File: src/rtl/pla_wim_scan.sv
// Multiplexed multi-digit driver for the wim 4-in/7-out decode: double-buffered digit codes, SHOW/GAP scan.
// Optional leading-zero blanking is enabled by defining PLA_WIM_SCAN_LZB_EN.
module pla_wim_scan #(
  parameter int DIGITS   = 4,
  parameter int SCAN_DIV = 16
) (
  input  logic                  clk,
  input  logic                  rst_n,
  input  logic                  in_valid,
  output logic                  in_ready,
  input  logic [4*DIGITS-1:0]   in_data,
  output logic [6:0]            seg,
  output logic [DIGITS-1:0]     dig_sel,
  output logic                  frame_done
);

  localparam int IW = (DIGITS > 1) ? $clog2(DIGITS) : 1;
  localparam int CW = $clog2(SCAN_DIV + 1);
  localparam logic [DIGITS-1:0] SEL0 = DIGITS'(1);

  typedef enum logic [1:0] {IDLE, SHOW, GAP} state_t;

  state_t                   state;
  logic [DIGITS-1:0][3:0]   shadow, active;
  logic                     pend;
  logic [IW-1:0]            idx, nidx;
  logic [CW-1:0]            cnt;
  logic [6:0]               next_pat;

  function automatic logic [6:0] wim(input logic [3:0] c);
    case (c)
      4'd0:    wim = 7'h6F;
      4'd1:    wim = 7'h24;
      4'd2:    wim = 7'h5D;
      4'd3:    wim = 7'h75;
      4'd4:    wim = 7'h37;
      4'd5:    wim = 7'h73;
      4'd6:    wim = 7'h7B;
      4'd7:    wim = 7'h35;
      4'd8:    wim = 7'h7F;
      4'd9:    wim = 7'h77;
      default: wim = 7'h00;
    endcase
  endfunction

`ifdef PLA_WIM_SCAN_LZB_EN
  logic [DIGITS-1:0] blank;

  // Bit i set when digit i and every digit above it are zero; digit 0 stays visible.
  function automatic logic [DIGITS-1:0] lz_mask(input logic [DIGITS-1:0][3:0] w);
    logic run;
    run     = 1'b1;
    lz_mask = '0;
    for (int i = DIGITS - 1; i > 0; i--) begin
      run        = run & (w[i] == 4'd0);
      lz_mask[i] = run;
    end
  endfunction
`endif

  assign in_ready = ~pend;
  assign nidx     = idx + 1'b1;

  always_comb begin
    next_pat = wim(active[nidx]);
`ifdef PLA_WIM_SCAN_LZB_EN
    if (blank[nidx]) next_pat = 7'h00;
`endif
  end

  always_ff @(posedge clk or negedge rst_n) begin
    if (!rst_n) begin
      state      <= IDLE;
      shadow     <= '0;
      active     <= '0;
      pend       <= 1'b0;
      idx        <= '0;
      cnt        <= '0;
      seg        <= '0;
      dig_sel    <= '0;
      frame_done <= 1'b0;
`ifdef PLA_WIM_SCAN_LZB_EN
      blank      <= '0;
`endif
    end else begin
      // Accept and swap are mutually exclusive through pend.
      if (in_valid && !pend) begin
        shadow <= in_data;
        pend   <= 1'b1;
      end
      frame_done <= 1'b0;
      case (state)
        IDLE: if (pend) begin
          active  <= shadow;
          pend    <= 1'b0;
`ifdef PLA_WIM_SCAN_LZB_EN
          blank   <= lz_mask(shadow);
`endif
          state   <= SHOW;
          idx     <= '0;
          cnt     <= '0;
          seg     <= wim(shadow[0]);
          dig_sel <= SEL0;
        end
        SHOW: begin
          if (cnt == CW'(SCAN_DIV - 1)) begin
            state      <= GAP;
            seg        <= '0;
            dig_sel    <= '0;
            frame_done <= (idx == IW'(DIGITS - 1));
          end else begin
            cnt <= cnt + 1'b1;
          end
        end
        GAP: begin
          state <= SHOW;
          cnt   <= '0;
          if (idx != IW'(DIGITS - 1)) begin
            idx     <= nidx;
            seg     <= next_pat;
            dig_sel <= SEL0 << nidx;
          end else begin
            // Frame boundary: a pending word becomes visible from digit 0 onward.
            idx     <= '0;
            dig_sel <= SEL0;
            seg     <= wim(pend ? shadow[0] : active[0]);
            if (pend) begin
              active <= shadow;
              pend   <= 1'b0;
`ifdef PLA_WIM_SCAN_LZB_EN
              blank  <= lz_mask(shadow);
`endif
            end
          end
        end
        default: state <= IDLE;
      endcase
    end
  end

endmodule

File: config.mk
export PLATFORM = sky130hd
export DESIGN_NAME = pla_wim_scan
export DESIGN_NICKNAME = d
export VERILOG_FILES = /design/src/rtl/pla_wim_scan.sv
export SDC_FILE = /design/constraint.sdc
export NUM_CORES = 1
export LEC_CHECK = 0
export ABC_AREA = 1
export CORE_UTILIZATION = 51
export CTS_CLUSTER_SIZE = 16
export DETAILED_ROUTE_END_ITERATION = 7
export GPL_ROUTABILITY_DRIVEN = 0
export HOLD_SLACK_MARGIN = 0.08
export PLACE_DENSITY = 0.79
export SYNTH_ARGS = -nofsm -noshare
export SYNTH_HDL_FRONTEND = slang
export SYNTH_SLANG_ARGS = --single-unit
File: constraint.sdc
create_clock -name clk -period 2.1 [get_ports clk]
set_input_delay 0.63 -clock clk [delete_from_list [all_inputs] [get_ports clk]]
set_output_delay 0.63 -clock clk [all_outputs]
set_load 0.03 [all_outputs]
==> flow_summary.json, run 1 <==
{
  "track_usage_pct": 21.5,
  "clock_insertion_delay_at_the_later_pin_of_the_skew_report_ps": 310,
  "timing.critical_path.arrival_ps": 1360,
  "critical-path-slowest-cell": "sky130_fd_sc_hd__clkdlybuf4s50_1",
  "floorplan.initialDensity_pct": 54.4,
  "final_layout_size_suffix_gt1_share_pct": 15.0,
  "via_per_inst": 5.03,
  "num-nets-final": 454,
  "netlist_area_um2": 3090,
  "grt_pass1_wl_um": 10500,
  "first_global_vias": 2351,
  "detailed_route_via_count": 2444,
  "port_buffers": 31,
  "critical_path.max_stage_delay_ps": 680,
  "cts_hold_buffers": 0,
  "path_clk_slew_ps": 100,
  "report.final.setup_viol": 0,
  "syn_nets": 414,
  "peak_supply_drop_mv": 0.854,
  "antenna_found_initial": 0,
  "critical_path.cell_chain": "clkdlybuf4s50_1",
  "grt_max_degree": 55,
  "yosys_register_bits": 54,
  "critical_path.n_buffers_inverters": 1,
  "drtIter0Drc": 171,
  "power.static_leakage_uw": 0.00180,
  "reg2reg_from": "idx[0]",
  "min_period_ps": 1990,
  "place_area_um2": 3510,
  "ys_types": 36,
  "required_ps": 1470,
  "wl_per_cell_um": 12.3,
  "reg2reg_setup_slack_ps": 150,
  "die_width_um": 79.8,
  "clk_root_buffer_cell": "sky130_fd_sc_hd__clkbuf_8",
  "synth_cells": 373,
  "final-max-slew-violation-count": 0,
  "cp_top_delay_family": "buffers and inverters",
  "start_kind": "register",
  "route.antenna.remaining_nets": 0,
  "remaining_drc_errors": 0,
  "cts_buffer_depth": 2,
  "power.density_cell_area_nw_per_um2": 1770,
  "holdCritPathClass": "primary input to asynchronous set/reset pin",
  "gr_overflow_total": 0,
  "synth_area_per_inst_um2": 8.28,
  "final-hold-violation-count": 0,
  "worst-path-max-fanout": 2,
  "dieArea_um2": 6370,
  "synth-seq-area-share_pct": 43.8,
  "maxSlewHeadroom_pct": 73.6,
  "maxClockFrequency_ghz": 0.503,
  "synth.yosys.warnings": 0,
  "cts_inserted_buffers": 5,
  "dr.pass1.iters": 4,
  "route.final.wire_length_um": 5980,
  "core_region_area_um2": 5680,
  "fin_crit_sh_pct": 94.8,
  "finish.instance_area_um2": 3630,
  "reg2regPathDepth": 11,
  "hpwlAfterDp_um": 4600,
  "tightestPinTransition_ps": 395,
  "ios": 32,
  "h-tree-depth": 2,
  "core.rowCount": 27,
  "area_growth_pct": 17.6,
  "finClkSkew_ps": 4.18,
  "critPathKind": "register to output port",
  "cts_tree": "done",
  "setup-tns-final_ps": 0,
  "run_status": "completed",
  "fp.dieH_um": 79.8,
  "diodes": 0,
  "cp-end-kind": "output port",
  "max-cap-violations": 0,
  "clock_sink_count": 54,
  "worstReg2RegEnd": "seg[6]",
  "cp-startpoint": "seg[3]"
}
final cells by class:
| class | count | area [µm²] |
|---|---|---|
| fillers | 486 | 2050 |
| repair buffers | 42 | 399 |
| clock inverters | 3 | 26.3 |
| well taps | 72 | 90.1 |
| clock buffers | 5 | 68.8 |
| inverters | 50 | 195 |
| flip-flops and latches | 54 | 1350 |
| multi-input cells | 260 | 1500 |
report_power, final:
part	switching [µW]	internal (µW)
clock	348	241
sequential	289	1520
combinational	2510	1520
total	3150	3280
Yosys cell counts, drive strengths merged:
| cell | instances | area (µm²) |
|---|---|---|
| nand2 | 110 | 468 |
| dfrtp | 54 | 1350 |
| a32o | 1 | 10.0 |
| nand3b | 1 | 7.51 |
| mux2 | 4 | 45.0 |
| a32oi | 1 | 8.76 |
| clkbuf | 1 | 3.75 |
| nor3 | 1 | 16.3 |
| and2 | 1 | 6.26 |
| inv | 50 | 195 |
| nor2 | 21 | 81.3 |
| mux2i | 1 | 10.0 |
| o31ai | 1 | 7.51 |
| a2bb2oi | 1 | 8.76 |
| a21boi | 1 | 7.51 |
| xor2 | 1 | 8.76 |
| nand3 | 32 | 173 |
| or2 | 7 | 43.8 |
| ha | 22 | 275 |
| buf | 8 | 58.8 |
| o21ai | 25 | 133 |
| a21oi | 27 | 154 |
| o211ai | 1 | 7.51 |
| o22ai | 1 | 6.26 |
cells by family after synthesis:
group / after synthesis / share of synthesized area, %
flops: 54 / 43.8
compound gates: 59 / 11.1
mux: 5 / 1.78
fa+ha+maj: 22 / 8.92
simple gates: 173 / 25.8
xor+xnor: 1 / 0.284
buf+inv: 59 / 8.35
how the worst max path moves through the flow:
stage | slack, ps | endpoint | cells past startpoint
after floorplan | 30 | seg[6] | 13
after global placement | 160 | seg[6] | 11
after detailed placement | 50 | seg[6] | 11
after CTS | 40 | seg[6] | 11
after global routing | -20 | seg[2] | 12
final | 110 | seg[3] | 1
registers in the layout, summed over array words and instances, names as in the netlist:
signal	flops
frame_done	1
seg	7
shadow	16
state	2
cnt	5
dig_sel	4
idx	2
pend	1
active	16
layout by cell type, fill, tap and decap left out, types with 3 or more instances in the layout:
cell                              instances
sky130_fd_sc_hd__nand2_1                 94
sky130_fd_sc_hd__dfrtp_1                 54
sky130_fd_sc_hd__inv_1                   42
sky130_fd_sc_hd__nand3_1                 31
sky130_fd_sc_hd__clkdlybuf4s50_1         29
sky130_fd_sc_hd__a21oi_1                 22
sky130_fd_sc_hd__ha_1                    21
sky130_fd_sc_hd__nor2_1                  20
sky130_fd_sc_hd__nand2_2                 13
sky130_fd_sc_hd__o21ai_1                 12
sky130_fd_sc_hd__o21ai_0                 11
sky130_fd_sc_hd__buf_4                   10
sky130_fd_sc_hd__inv_2                    6
sky130_fd_sc_hd__a21oi_2                  5
sky130_fd_sc_hd__or2_0                    5
sky130_fd_sc_hd__clkbuf_8                 5
sky130_fd_sc_hd__mux2_2                   4
sky130_fd_sc_hd__nand2_4                  3
sky130_fd_sc_hd__clkinv_4                 3
routing by layer:
layer | up-vias | global-route usage, % | wire (µm) | part of all wire [%]
li1 | 1272 | - | - | -
met1 | 1120 | 30.0 | 2980 | 50
met2 | 43 | 34.0 | 2700 | 45
met3 | 9 | 3.89 | 218 | 3.6
met4 | 0 | 6.43 | 87 | 1.5
met5 | - | 0 | 0 | 0
per-stage QoR:
stage               hold slack (ps)  total power [µW]  instances  utilization [%]  setup WS [ps]
finish                          297              6430        486             63.9            110
global route                    310              7100        486             63.9          -17.5
CTS                             302              6380        484             63.5           37.4
detailed placement              465              5780        476             61.9           53.2
global placement                455              5630        476             61.9            163
floorplan                       334              4810        373                -           27.3
timing repair:
item | 4_1_cts | 5_1_grt
endpoints found under the hold margin | 0 | 0
setup endpoints to repair | 1 | 5
buffers inserted | 0 | 2
gates resized for setup | 1 | 2
pin swaps | 0 | 1
No activity file was read; power rests on OpenSTA's default activity.
==> run 2, diff against run 1 <==
--- a/config.mk
+++ b/config.mk
@@ -6,6 +6,7 @@
 export NUM_CORES = 1
 export LEC_CHECK = 0
 export ABC_AREA = 1
+export CAP_MARGIN = 10
 export CORE_UTILIZATION = 51
 export CTS_CLUSTER_SIZE = 16
 export DETAILED_ROUTE_END_ITERATION = 7
==> results of run 2 <==
Same layout as run 1: the final DEF is identical, and so are final timing and power.
